**src/rtl/sdi_timing_pkg.sv**
```systemverilog
// sdi_timing_pkg
//   Shared definitions for the SDI transmit timing generator: the black-level
//   pixel used whenever the raster is not fed from the frame buffer, and the
//   source-selection state encoding.
package sdi_timing_pkg;

    localparam logic [9:0]  BLACK_Y     = 10'h040;
    localparam logic [9:0]  BLACK_C     = 10'h200;
    localparam logic [19:0] BLACK_PIXEL = {BLACK_Y, BLACK_C};

    typedef enum logic [1:0] {
        IDLE  = 2'd0,
        LIVE  = 2'd1,
        BLACK = 2'd2
    } state_t;

endpackage

```
**src/rtl/sdi_hv_counter.sv**
```systemverilog
// sdi_hv_counter
//   Raster position counter. h_cnt runs 0..H_TOTAL-1, v_cnt advances on each
//   h wrap and runs 0..V_TOTAL-1.
// Ports
//   clk_sdi  in   pixel clock
//   rst      in   asynchronous reset, active-high
//   run      in   advance the raster by one pixel per clock
//   clear    in   force both counters to 0 (has priority over run)
//   h_cnt    out  horizontal position
//   v_cnt    out  vertical position
//   fb       out  last pixel of the frame while running (frame boundary)
module sdi_hv_counter #(
    parameter int unsigned H_TOTAL = 2200,
    parameter int unsigned V_TOTAL = 1125,
    parameter int unsigned CNT_W   = 12
) (
    input  logic             clk_sdi,
    input  logic             rst,
    input  logic             run,
    input  logic             clear,
    output logic [CNT_W-1:0] h_cnt,
    output logic [CNT_W-1:0] v_cnt,
    output logic             fb
);

    localparam logic [CNT_W-1:0] H_LAST = CNT_W'(H_TOTAL - 1);
    localparam logic [CNT_W-1:0] V_LAST = CNT_W'(V_TOTAL - 1);

    logic h_last;
    logic v_last;

    assign h_last = (h_cnt == H_LAST);
    assign v_last = (v_cnt == V_LAST);
    assign fb     = run & h_last & v_last;

    always_ff @(posedge clk_sdi or posedge rst) begin
        if (rst) begin
            h_cnt <= '0;
            v_cnt <= '0;
        end else if (clear) begin
            h_cnt <= '0;
            v_cnt <= '0;
        end else if (run) begin
            if (h_last) begin
                h_cnt <= '0;
                v_cnt <= v_last ? '0 : v_cnt + 1'b1;
            end else begin
                h_cnt <= h_cnt + 1'b1;
            end
        end
    end

endmodule

```
**src/rtl/sdi_tx_timing_gen.sv**
```systemverilog
// sdi_tx_timing_gen
//   Master raster timing generator for the SDI transmit path. Produces
//   blanking/active/sof timing, fetches active pixels from the frame buffer
//   while the input is good, and substitutes a black raster on video loss.
//   Source changes only take effect on frame boundaries.
// Ports
//   clk_sdi         in   pixel clock
//   rst             in   asynchronous reset, active-high
//   enable          in   run request, acted on in IDLE and at frame boundary
//   vid_in_loss_n   in   0 = input video lost
//   vid_rd_req      out  frame-buffer read strobe, one per active LIVE pixel
//   vid_rd_data     in   {Y,C} read data, valid one clock after vid_rd_req
//   vid_out_data    out  {Y,C} output pixel
//   vid_out_hblank  out  horizontal blanking
//   vid_out_vblank  out  vertical blanking
//   vid_out_active  out  active picture while running
//   vid_out_sof     out  one-clock pulse on pixel (0,0)
//   vid_out_h_cnt   out  horizontal position of the output pixel
//   vid_out_v_cnt   out  vertical position of the output pixel
//   src_black       out  output raster is generated black
module sdi_tx_timing_gen
    import sdi_timing_pkg::*;
#(
    parameter int unsigned H_ACTIVE       = 1920,
    parameter int unsigned H_TOTAL        = 2200,
    parameter int unsigned V_ACTIVE       = 1080,
    parameter int unsigned V_TOTAL        = 1125,
    parameter int unsigned CNT_W          = 12,
    parameter int unsigned RECOVER_FRAMES = 2
) (
    input  logic             clk_sdi,
    input  logic             rst,
    input  logic             enable,
    input  logic             vid_in_loss_n,
    output logic             vid_rd_req,
    input  logic [19:0]      vid_rd_data,
    output logic [19:0]      vid_out_data,
    output logic             vid_out_hblank,
    output logic             vid_out_vblank,
    output logic             vid_out_active,
    output logic             vid_out_sof,
    output logic [CNT_W-1:0] vid_out_h_cnt,
    output logic [CNT_W-1:0] vid_out_v_cnt,
    output logic             src_black
);

    localparam int unsigned      REC_W       = $clog2(RECOVER_FRAMES + 1);
    localparam logic [REC_W-1:0] REC_LAST    = REC_W'(RECOVER_FRAMES - 1);
    localparam logic [CNT_W-1:0] H_ACT       = CNT_W'(H_ACTIVE);
    localparam logic [CNT_W-1:0] V_ACT       = CNT_W'(V_ACTIVE);
    localparam bit               START_BLACK = (RECOVER_FRAMES > 1);

    state_t           state_q, state_d;
    logic [REC_W-1:0] rec_q, rec_d;
    logic             loss_q, loss_d;
    logic             loss_now;

    logic [CNT_W-1:0] h_cnt, v_cnt;
    logic             fb;
    logic             running;
    logic             hblank0, vblank0, active0, sof0;
    logic             req_q;

    assign running = (state_q != IDLE);

    sdi_hv_counter #(
        .H_TOTAL (H_TOTAL),
        .V_TOTAL (V_TOTAL),
        .CNT_W   (CNT_W)
    ) u_hv (
        .clk_sdi (clk_sdi),
        .rst     (rst),
        .run     (running),
        .clear   (~running),
        .h_cnt   (h_cnt),
        .v_cnt   (v_cnt),
        .fb      (fb)
    );

    // Stage 0: raster decode. IDLE presents the reset-value timing.
    assign hblank0    = ~running | (h_cnt >= H_ACT);
    assign vblank0    = ~running | (v_cnt >= V_ACT);
    assign active0    = ~hblank0 & ~vblank0;
    assign sof0       = running & (h_cnt == '0) & (v_cnt == '0);
    assign vid_rd_req = (state_q == LIVE) & active0;

    // A loss seen at any point in the frame counts at the boundary.
    assign loss_now = loss_q | ~vid_in_loss_n;

    always_ff @(posedge clk_sdi or posedge rst) begin
        if (rst) begin
            state_q <= IDLE;
            rec_q   <= '0;
            loss_q  <= 1'b0;
        end else begin
            state_q <= state_d;
            rec_q   <= rec_d;
            loss_q  <= loss_d;
        end
    end

    always_comb begin
        state_d = state_q;
        rec_d   = rec_q;
        loss_d  = loss_q;
        unique case (state_q)
            IDLE: begin
                loss_d = 1'b0;
                rec_d  = '0;
                if (enable)
                    state_d = (~vid_in_loss_n | START_BLACK) ? BLACK : LIVE;
            end
            LIVE: begin
                if (fb) begin
                    loss_d = 1'b0;
                    rec_d  = '0;
                    if (!enable)
                        state_d = IDLE;
                    else if (loss_now)
                        state_d = BLACK;
                end else begin
                    loss_d = loss_now;
                end
            end
            BLACK: begin
                if (fb) begin
                    loss_d = 1'b0;
                    if (!enable) begin
                        state_d = IDLE;
                        rec_d   = '0;
                    end else if (loss_now) begin
                        rec_d = '0;
                    end else if (rec_q >= REC_LAST) begin
                        state_d = LIVE;
                        rec_d   = '0;
                    end else begin
                        rec_d = rec_q + 1'b1;
                    end
                end else begin
                    loss_d = loss_now;
                end
            end
            default: begin
                state_d = IDLE;
                rec_d   = '0;
                loss_d  = 1'b0;
            end
        endcase
    end

    // Stage 1: timing registered one clock behind the counters.
    always_ff @(posedge clk_sdi or posedge rst) begin
        if (rst) begin
            vid_out_hblank <= 1'b1;
            vid_out_vblank <= 1'b1;
            vid_out_active <= 1'b0;
            vid_out_sof    <= 1'b0;
            vid_out_h_cnt  <= '0;
            vid_out_v_cnt  <= '0;
            src_black      <= 1'b1;
            req_q          <= 1'b0;
        end else begin
            vid_out_hblank <= hblank0;
            vid_out_vblank <= vblank0;
            vid_out_active <= active0;
            vid_out_sof    <= sof0;
            vid_out_h_cnt  <= h_cnt;
            vid_out_v_cnt  <= v_cnt;
            src_black      <= (state_q != LIVE);
            req_q          <= vid_rd_req;
        end
    end

    // Read data arrives in the same cycle the pixel is presented at stage 1,
    // so the select is registered and the data path is a direct mux.
    assign vid_out_data = req_q ? vid_rd_data : BLACK_PIXEL;

endmodule

```
**config.mk**
```make
export PLATFORM = sky130hd
export DESIGN_NAME = sdi_tx_timing_gen
export DESIGN_NICKNAME = d
export VERILOG_FILES = /design/src/rtl/sdi_timing_pkg.sv /design/src/rtl/sdi_hv_counter.sv /design/src/rtl/sdi_tx_timing_gen.sv
export SDC_FILE = /design/constraint.sdc
export NUM_CORES = 1
export LEC_CHECK = 0
export BUFFER_PORTS_ARGS = -buffer_cell sky130_fd_sc_hd__buf_2
export CORE_ASPECT_RATIO = 0.7
export CORE_MARGIN = 2
export CORE_UTILIZATION = 52
export DETAILED_ROUTE_END_ITERATION = 10
export PLACE_DENSITY = 0.8
export SETUP_SLACK_MARGIN = 0.2
export SLEW_MARGIN = 20
export SYNTH_ARGS = -nofsm -noshare
export SYNTH_HDL_FRONTEND = slang
export SYNTH_HIERARCHICAL = 1
export SYNTH_SLANG_ARGS = --single-unit
```
**constraint.sdc**
```tcl
create_clock -name clk_sdi -period 2.59 [get_ports clk_sdi]
set_input_delay 0.259 -clock clk_sdi [delete_from_list [all_inputs] [get_ports clk_sdi]]
set_output_delay 0.259 -clock clk_sdi [all_outputs]
set_load 0.005 [all_outputs]
```
=== Yosys cells after proc, flatten, opt, wreduce, memory -nomap -nowiden ===
Index checks and enable logic that the tools add are counted.
Widths: inputs -> output; s select.

* Multiplexer cells: 23
* Bitwise logic cells: 13
* Shift operators: 0
* Multipliers: 0
* Equal/unequal tests: 12
* Divide/modulo/power cells: 0
* $lt $le $gt $ge: 3
* Add/sub/neg operators: 3
* Reduce and logical (&&, ||, !) cells: 7

{| class="wikitable"
|+ Operator list
! cell !! number
|-
| $mux 12 || 5
|-
| $mux 2 || 13
|-
| $add 12x1->12 const B || 2
|-
| $ge 12x11->1 const B || 2
|-
| $logic_not 12->1 || 2
|-
| $mux 20 || 1
|-
| $eq 12x11->1 const B || 1
|-
| $eq 12x12->1 const B || 1
|-
| $ne 3x3->1 const B || 3
|-
| $and 1x1->1 || 6
|-
| $ne 2x2->1 const B || 3
|-
| $pmux 2 s3 || 1
|-
| $reduce_and 6->1 || 1
|-
| $ne 2x1->1 const B || 2
|-
| $not 1->1 || 4
|-
| $pmux 2 s2 || 1
|-
| $or 1x1->1 || 3
|-
| $add 2x1->2 const B || 1
|-
| $eq 2x1->1 const B || 1
|-
| $eq 2x2->1 const B || 1
|-
| $ge 2x1->1 const B || 1
|-
| $logic_not 2->1 || 1
|-
| $mux 1 || 2
|-
| $reduce_and 2->1 || 1
|-
| other kinds (2) || 2
|}

* Bits of input ports: 24
* Bits in latches: 0
* Memories kept: 0
* Memory bits (read-only): 0
* Bits in writable memories: 0
* Output and inout bits: 50
* Flip-flop bits (word level): 59
* Logic and storage cells: 74

=== Logic depth before layout (Yosys ltp) ===
Gate-level depths: netlist of run 1.

* Depth in word-level cells: 6
* Gate-level depth with buffers: 11

=== Modules after synthesis ===
Netlist of run 1, hierarchy kept.

{| class="wikitable"
|+ Modules (own cells, without submodules)
! module !! times used !! seq. area each (um2) !! cells an instance !! area an instance (um2)
|-
| sdi_hv_counter || 1 || 600.6 || 159 || 1,458.9
|-
| sdi_tx_timing_gen || 1 || 879.6 || 106 || 1,370.1
|}

=== Worst setup path before layout of run 1 ===
No wires, ideal clock.

* Path type: reg2reg
* Start: register state_q[0]
* End: register state_q[1]
* Slack: 0.263 ns
* Period minus slack after synthesis: 2.327 ns
* Data arrival time: 2.202 ns
* Setup time: 0.125 ns
* Stages on the path, launching flop included: 12
* Buffers on the path: 2
* Required time: 2.465 ns
* Path through: dfrtp_1 -> inv_1 -> ha_1 -> inv_1 -> buf_2 -> and4_1 -> nand4_2 -> buf_2 -> nor2_1 -> o21bai_1 -> o2111ai_1 -> mux2_2

* Cells in the longest elaborated chain, start to end: 5

{| class="wikitable"
|+ Ends and longest elaborated chain
! element !! line !! text
|-
| start, declared || sdi_tx_timing_gen.sv:53 || <nowiki>state_t state_q, state_d;</nowiki>
|-
| start signal, assigned || sdi_tx_timing_gen.sv:96 || <nowiki>state_q <= state_d;</nowiki>
|-
| $reduce_bool 2->1 (*) || sdi_tx_timing_gen.sv:64 || <nowiki>assign running = (state_q != IDLE);</nowiki>
|-
| via running || sdi_tx_timing_gen.sv:60 || <nowiki>logic running;</nowiki>
|-
| $and 1x1->1 (*) (2 in series) || sdi_hv_counter.sv:34 || <nowiki>assign fb = run & h_last & v_last;</nowiki>
|-
| via fb || sdi_tx_timing_gen.sv:59 || <nowiki>logic fb;</nowiki>
|-
| $ne 2x2->1 (no line) || -- ||
|-
| $reduce_and 6->1 (no line) (*) || -- ||
|}

Mark *: on every way through the listed nets, which the timed path passes. The rest lies on a longest branch.
A chain may end at the register's enable or synchronous reset.

=== Final worst setup path of run 1 ===
* Start: register state_q[0]
* End: output port vid_rd_req

* Cells in the longest elaborated chain, start to end: 6

{| class="wikitable"
|+ Ends and longest elaborated chain
! element !! line !! text
|-
| $reduce_bool 2->1 || sdi_tx_timing_gen.sv:64 ||
|-
| $not 1->1 || sdi_tx_timing_gen.sv:81, sdi_tx_timing_gen.sv:82 ||
|-
| $or 1x1->1, on equally long branches || sdi_tx_timing_gen.sv:81, sdi_tx_timing_gen.sv:82 ||
|-
| $not 1->1 || sdi_tx_timing_gen.sv:83 || <nowiki>assign active0 = ~hblank0 & ~vblank0;</nowiki>
|-
| $and 1x1->1 || sdi_tx_timing_gen.sv:83 ||
|-
| $and 1x1->1 (*) || sdi_tx_timing_gen.sv:85 || <nowiki>assign vid_rd_req = (state_q == LIVE) & active0;</nowiki>
|-
| end, declared || sdi_tx_timing_gen.sv:35 || <nowiki>output logic vid_rd_req,</nowiki>
|}

Mark *: on every way between the ends. The rest lies on a longest branch, timed or not.

==> results of run 1 <==
[cell usage after synthesis, types with 2 or more instances]
cell type,n,area (µm²)
xor2_1,4,35.0
inv_1,19,71.3
o32ai_1,4,35.0
a32o_1,2,20.0
clkbuf_1,4,15.0
nand2_1,12,45.0
o31ai_1,3,22.5
nor4_1,7,43.8
dfstp_2,3,78.8
nor2_1,16,60.1
o21ai_0,3,15.0
nor3b_1,5,37.5
buf_2,4,20.0
a21oi_1,14,70.1
nand4_1,11,68.8
nand2b_1,4,25.0
a22o_1,2,17.5
and3_1,7,43.8
or3_1,5,31.3
or4_1,2,15.0
nor2b_1,2,12.5
nor3b_2,2,25.0
and4_1,4,35.0
dfrtp_1,56,1400
and2_1,22,138
xnor2_1,4,35.0
ha_1,9,113
nand3_1,11,55.1
nand4b_1,4,35.0
nor3_1,2,10.0
[through the flow]
stage / power [W] / cells / utilization, %
6_report: 0.00239 / 425 / 66.4
5_1_grt: 0.00253 / 425 / 66.4
4_1_cts: 0.00240 / 425 / 66.4
3_5_place_dp: 0.00159 / 409 / 62.8
3_3_place_gp: 0.00157 / 409 / 62.8
2_1_floorplan: 0.00141 / 265 / -
[path summary, 6_finish.rpt]
check	start	slack, ns	depth (start not counted)	endpoint
min in group clk_sdi	vid_in_loss_n	0.33	3	loss_q$_DFF_PP0_
max in group asynchronous	rst	1.83	2	u_hv/v_cnt[8]$_DFFE_PP0P_
hold reg to reg	u_hv/h_cnt[11]$_DFFE_PP0P_	0.47	0	vid_out_h_cnt[11]$_DFF_PP0_
hold / removal	rst	0.008	3	vid_out_h_cnt[2]$_DFF_PP0_
setup / recovery	state_q[0]$_DFFE_PP0P_	0.43	5	vid_rd_req
setup reg to reg	state_q[0]$_DFFE_PP0P_	0.47	9	rec_q[1]$_DFFE_PP0P_
[worst min-delay path, delay by kind of cell]
kind / cells / cell delay (ns)
buffers and inverters: 3 / 0.51
[per-layer routing]
layer	GRT usage (%)	share of wire, %	vias to the layer above
li1	-	-	1128
met4	6.16	1.5	0
met3	8.26	7.5	14
met5	0	0	-
met2	39.2	46	110
met1	32.3	45	1130
[sequential cells by signal (all words and copies together), names as in the netlist]
name            count
vid_out_active      1
vid_out_hblank      1
vid_out_v_cnt      12
u_hv/v_cnt         12
vid_out_h_cnt      12
loss_q              1
req_q               1
vid_out_vblank      1
u_hv/h_cnt         12
src_black           1
rec_q               2
vid_out_sof         1
state_q             2
[kinds of logic (layout without fill, tap and decap cells)]
kind of cell / after synthesis / count (layout) / synth area share (%)
mux: 1 / 1 / 0.398
compound gates: 38 / 38 / 9.55
fa+ha+maj: 9 / 9 / 3.98
xor+xnor: 8 / 8 / 2.48
buf+inv: 27 / 115 / 3.76
simple gates: 123 / 123 / 27.5
flops: 59 / 59 / 52.3
[report_power, final]
part           switching (W)  internal [W]
Sequential         0.0000594       0.00102
Clock               0.000341      0.000468
Combinational       0.000303      0.000198
Total               0.000703       0.00168
[cell type report]
| cell class | instances | area (µm²) | area share (%) |
|---|---|---|---|
| Inverter | 19 | 71.3 | 2.04 |
| Multi-Input combinational cell | 179 | 1240 | 35.6 |
| Clock inverter | 3 | 40.0 | 1.15 |
| Sequential cell | 59 | 1480 | 42.4 |
| Tap cell | 72 | 90.1 | 2.58 |
| Timing Repair Buffer | 80 | 418 | 12.0 |
| Clock buffer | 13 | 149 | 4.27 |
==> flow_summary_export.csv, run 1 <==
group,metric,value,unit
outcome,outcome,"completed",
timing,hold_viol,0,
clock_network,postCtsSetupBuffers,0,
timing,fin_skew,0.00617,ns
synth,syn_inst,265,
worst_setup_path,critical_path_class,"reg2out",
synth,ys_ff_latch,59,
floorplan,dieArea,0.00606,mm²
placed_design,pre_cts_ws,0.494,ns
route,first_iter_violations,199,
final_layout,fillCellCount,414,
worst_setup_path,crit_buf_inv,3,
worst_setup_path,required,2.33,ns
worst_setup_path,max_stage_delay,0.42,ns
route,dr.pass1.iters,5,
clock_network,cts_resized,0,
synth,yosysWarnings,6,
floorplan,initial_core_util,53.8,%
clock_network,path_clk_slew,0.06,ns
timing,setup_slack,0.430,ns
timing,tightestPinTransition,0.985,ns
floorplan,core_area,0.00526,mm²
global_routing,first_global_vias,2203,
timing,whs,0.00803,ns
synth,ys_async_sr_fraction,100,%
synth,seq_area_frac_synth,52.3,%
timing,period_minus_slack,2.16,ns
clock_network,cts_buffers,9,
floorplan,die_h,65.7,µm
clock_network,cts_tree,"yes",
floorplan,rows,22,
synth,syn_area,0.00283,mm²
timing,fin_setup_tns,0,ns
global_routing,grt_pass1_wl,11200,µm
power_and_ir_drop,cellPowerDensity,684,mW/mm²
synth,synthFlopType,"dfrtp_1",
synth,synth_edf_count,0,
power_and_ir_drop,ir_drop,0.286,mV
placed_design,place_area,0.00330,mm²
route,drc,0,
timing,min_period_over_period,83.4,%
worst_setup_path,cp_top_family,"buffers and inverters",
worst_setup_path,worstPathArrival,1.90,ns
power_and_ir_drop,leakage,1.74,nW
clock_network,h-tree-depth,3,
timing,final_max_slew_viol_count,0,
route,wl_per_cell,16.1,µm
route,via_per_inst,5.60,
global_routing,grt_max_degree,36,
route,dr_total_vias,2382,
placed_design,hpwlAfterDp,4770,µm
floorplan,ioPinCount,74,
global_routing,grt.total_usage,24.4,%
timing,max_freq,463,MHz
final_layout,layout_commonest_cell,"buf_2",
final_layout,n_antenna_cell,0,
clock_network,clk_latency,0.34,ns
hold_path,worstHoldPathType,"in2async",
clock_network,clock_sinks,59,
clock_network,clk_path_buf_depth,2,
global_routing,grt_overflow,0,
worst_setup_path,endpoint_kind,"output port",
timing,setup_viol,0,
floorplan,die_w,92.2,µm
route,wirelength,6860,µm
route,ant_nets,0,
worst_setup_path,cp_cell_sequence,"inv_1 -> ha_1 -> buf_4 -> nor4_1 -> buf_2",
clock_network,ctsHoldBuffers,0,
placed_design,numPortBuffers,73,
synth,synth_area_per_cell,10.7,µm²
final_layout,drive_above_1_share,30.0,%
final_layout,fin_nets,381,
worst_setup_path,path_max_fanout,27,
final_layout,finalInstanceArea,0.00349,mm²
synth,synth.distinct_cells,48,
clock_network,cts_root_buf,"clkbuf_8",
final_layout,final_cell_mix,"73 x buf_2, 56 x dfrtp_1, 22 x and2_1",
global_routing,antenna_found_initial,0,
timing,relSlewSlack,34.3,%
synth,synth_fp_nets,298,
worst_setup_path,startpoint_type,"flop",
timing,rsz0062_at_grt,"no",
job,max_cap_viol_count,0,
final_layout,synthToLayoutAreaGrowth,23.4,%
placed_design,gp_congestion,0.908,
worst_setup_path,crit_path_top_delay_cell,"nor4_1",
(Power assumes the default switching activity.)
==> run 2, diff against run 1 <==
clock period = 2.1 ns   (was 2.59 ns; I/O delays follow)
==> run 2 against run 1 <==
Non-clock buffer count up 42. Sequential cell count unchanged. Via count grew 15%. First-iteration DRC count is 65% higher. Count of clock-buffer cells in the layout up 1. Register-to-register slack worse by 0.38 ns. Combinational power increased by 110%.
==> flow_summary_export.csv, run 2 (synthesis results as in run 1) <==
group,metric,value,unit
outcome,outcome,"completed",
worst_setup_path,startpoint,"state_q[0]$_DFFE_PP0P_",
route,dr.pass1.iters,5,
timing,max_freq,498,MHz
clock_network,cts_root_buf,"clkbuf_8",
worst_setup_path,path_max_fanout,7,
timing,period_minus_slack,2.01,ns
timing,final_max_slew_viol_count,0,
route,via_per_inst,5.86,
worst_setup_path,crit_path_frequent_cell,"inv_2",
clock_network,clock_sinks,59,
worst_setup_path,crit_path_top_delay_cell,"dfrtp_1",
global_routing,first_global_vias,2449,
final_layout,layout_commonest_cell,"buf_2",
final_layout,synthToLayoutAreaGrowth,41.1,%
worst_setup_path,critical_path_class,"reg2reg",
worst_setup_path,endpoint_kind,"flop",
worst_setup_path,max_stage_delay,0.39,ns
global_routing,antenna_found_initial,0,
clock_network,cts_buffers,9,
power_and_ir_drop,leakage,1.98,nW
route,wl_per_cell,18.6,µm
timing,setup_viol,0,
worst_setup_path,cp_cell_sequence,"inv_2 -> ha_4 -> inv_2 -> and4_4 -> nand4_4 -> nor2_4 -> o21ba_4 -> nor3b_4 -> a32o_1",
timing,tightestPinTransition,0.440,ns
final_layout,drive_above_1_share,44.3,%
hold_path,worstHoldPathType,"in2reg",
placed_design,hpwlAfterDp,5080,µm
hold_path,hp-start,"enable",
route,drc,0,
route,wirelength,8670,µm
floorplan,die_h,65.7,µm
power_and_ir_drop,ir_drop,0.399,mV
power_and_ir_drop,cellPowerDensity,862,mW/mm²
timing,fin_setup_tns,0,ns
timing,relSlewSlack,70.4,%
job,max_cap_viol_count,0,
clock_network,clk_latency,0.35,ns
final_layout,n_antenna_cell,0,
clock_network,path_clk_slew,0.06,ns
global_routing,grt_overflow,0,
timing,min_period_over_period,95.7,%
final_layout,finalInstanceArea,0.00399,mm²
global_routing,grt_max_degree,36,
route,first_iter_violations,328,
timing,setup_slack,0.0904,ns
timing,hold_viol,0,
global_routing,grt_pass1_wl,12400,µm
placed_design,pre_cts_ws,0.128,ns
clock_network,clk_path_buf_depth,2,
floorplan,rows,22,
timing,fin_skew,0.0117,ns
worst_setup_path,crit_buf_inv,2,
worst_setup_path,worstPathArrival,2.29,ns
final_layout,fin_nets,423,
floorplan,initial_core_util,53.8,%
final_layout,final_cell_mix,"73 x buf_2, 51 x dfrtp_1, 45 x buf_4",
floorplan,core_area,0.00526,mm²
placed_design,place_area,0.00343,mm²
timing,rsz0062_at_grt,"yes",
placed_design,gp_congestion,0.932,
worst_setup_path,cp_top_family,"simple AND/OR/NAND/NOR gates",
floorplan,dieArea,0.00606,mm²
floorplan,die_w,92.2,µm
worst_setup_path,startpoint_type,"flop",
route,dr_total_vias,2737,
placed_design,numPortBuffers,73,
route,ant_nets,0,
clock_network,cts_tree,"yes",
worst_setup_path,required,2.38,ns
power_and_ir_drop,power,0.00344,W
clock_network,h-tree-depth,3,
floorplan,ioPinCount,74,
worst_setup_path,rr_startpoint,"state_q[0]$_DFFE_PP0P_",
global_routing,grt.total_usage,27.0,%
run 2: power breakdown:
group	internal [W]	switching (W)
clock	0.000644	0.000430
combinational	0.000493	0.000556
sequential	0.00126	0.0000610
total	0.00239	0.00105
run 2: area by class of cell:
cell class	count	area [µm²]
clock buffer	14	173
inverter	19	71.3
sequential	59	1490
tap	72	90.1
timing repair buffer	122	764
clock inverter	2	35.0
fill	318	1260
multi-input combinational	179	1370
run 2: worst reg2reg max path, cell delays in order (launching register included):
cell,delay [ns]
dfrtp_1,0.39
inv_2,0.08
ha_4,0.18
inv_2,0.06
and4_4,0.22
nand4_4,0.17
nor2_4,0.18
o21ba_4,0.20
nor3b_4,0.26
a32o_1,0.22
run 2: path summary, 6_finish.rpt:
check / slack (ns) / to / cells after the start
min: 0.35 / state_q[1]$_DFFE_PP0P_ / 4
min in group asynchronous: 0.53 / u_hv/v_cnt[8]$_DFFE_PP0P_ / 4
max in group asynchronous: 1.20 / vid_out_hblank$_DFF_PP1_ / 4
min reg2reg: 0.45 / vid_out_h_cnt[0]$_DFF_PP0_ / 0
max reg2reg: 0.09 / rec_q[1]$_DFFE_PP0P_ / 9
max: 0.09 / rec_q[1]$_DFFE_PP0P_ / 9
run 2: per-layer routing:
layer / GRT usage (%) / share of wire [%] / up-vias
li1: - / - / 1210
met1: 37.0 / 41 / 1320
met2: 42.7 / 48 / 179
met3: 8.14 / 8.7 / 28
met4: 6.34 / 2.3 / 0
met5: 0 / 0 / -
run 2: repair_timing:
action	4_1_cts	5_1_grt
setup buffers	10	18
gates resized for setup	14	20
endpoints found under the setup margin	4	11
hold buffers	1	0
endpoints found under the hold margin	56	0
pin swaps	6	14
cloned	0	0
run 2: per-stage QoR:
step           util, %  hold slack [ns]  std cells
5_1_grt           75.9            0.374        467
3_5_place_dp      65.3            0.304        422
3_3_place_gp      65.3            0.286        422
6_report          75.9            0.350        467
2_1_floorplan        -            0.225        265
4_1_cts           71.8            0.244        449
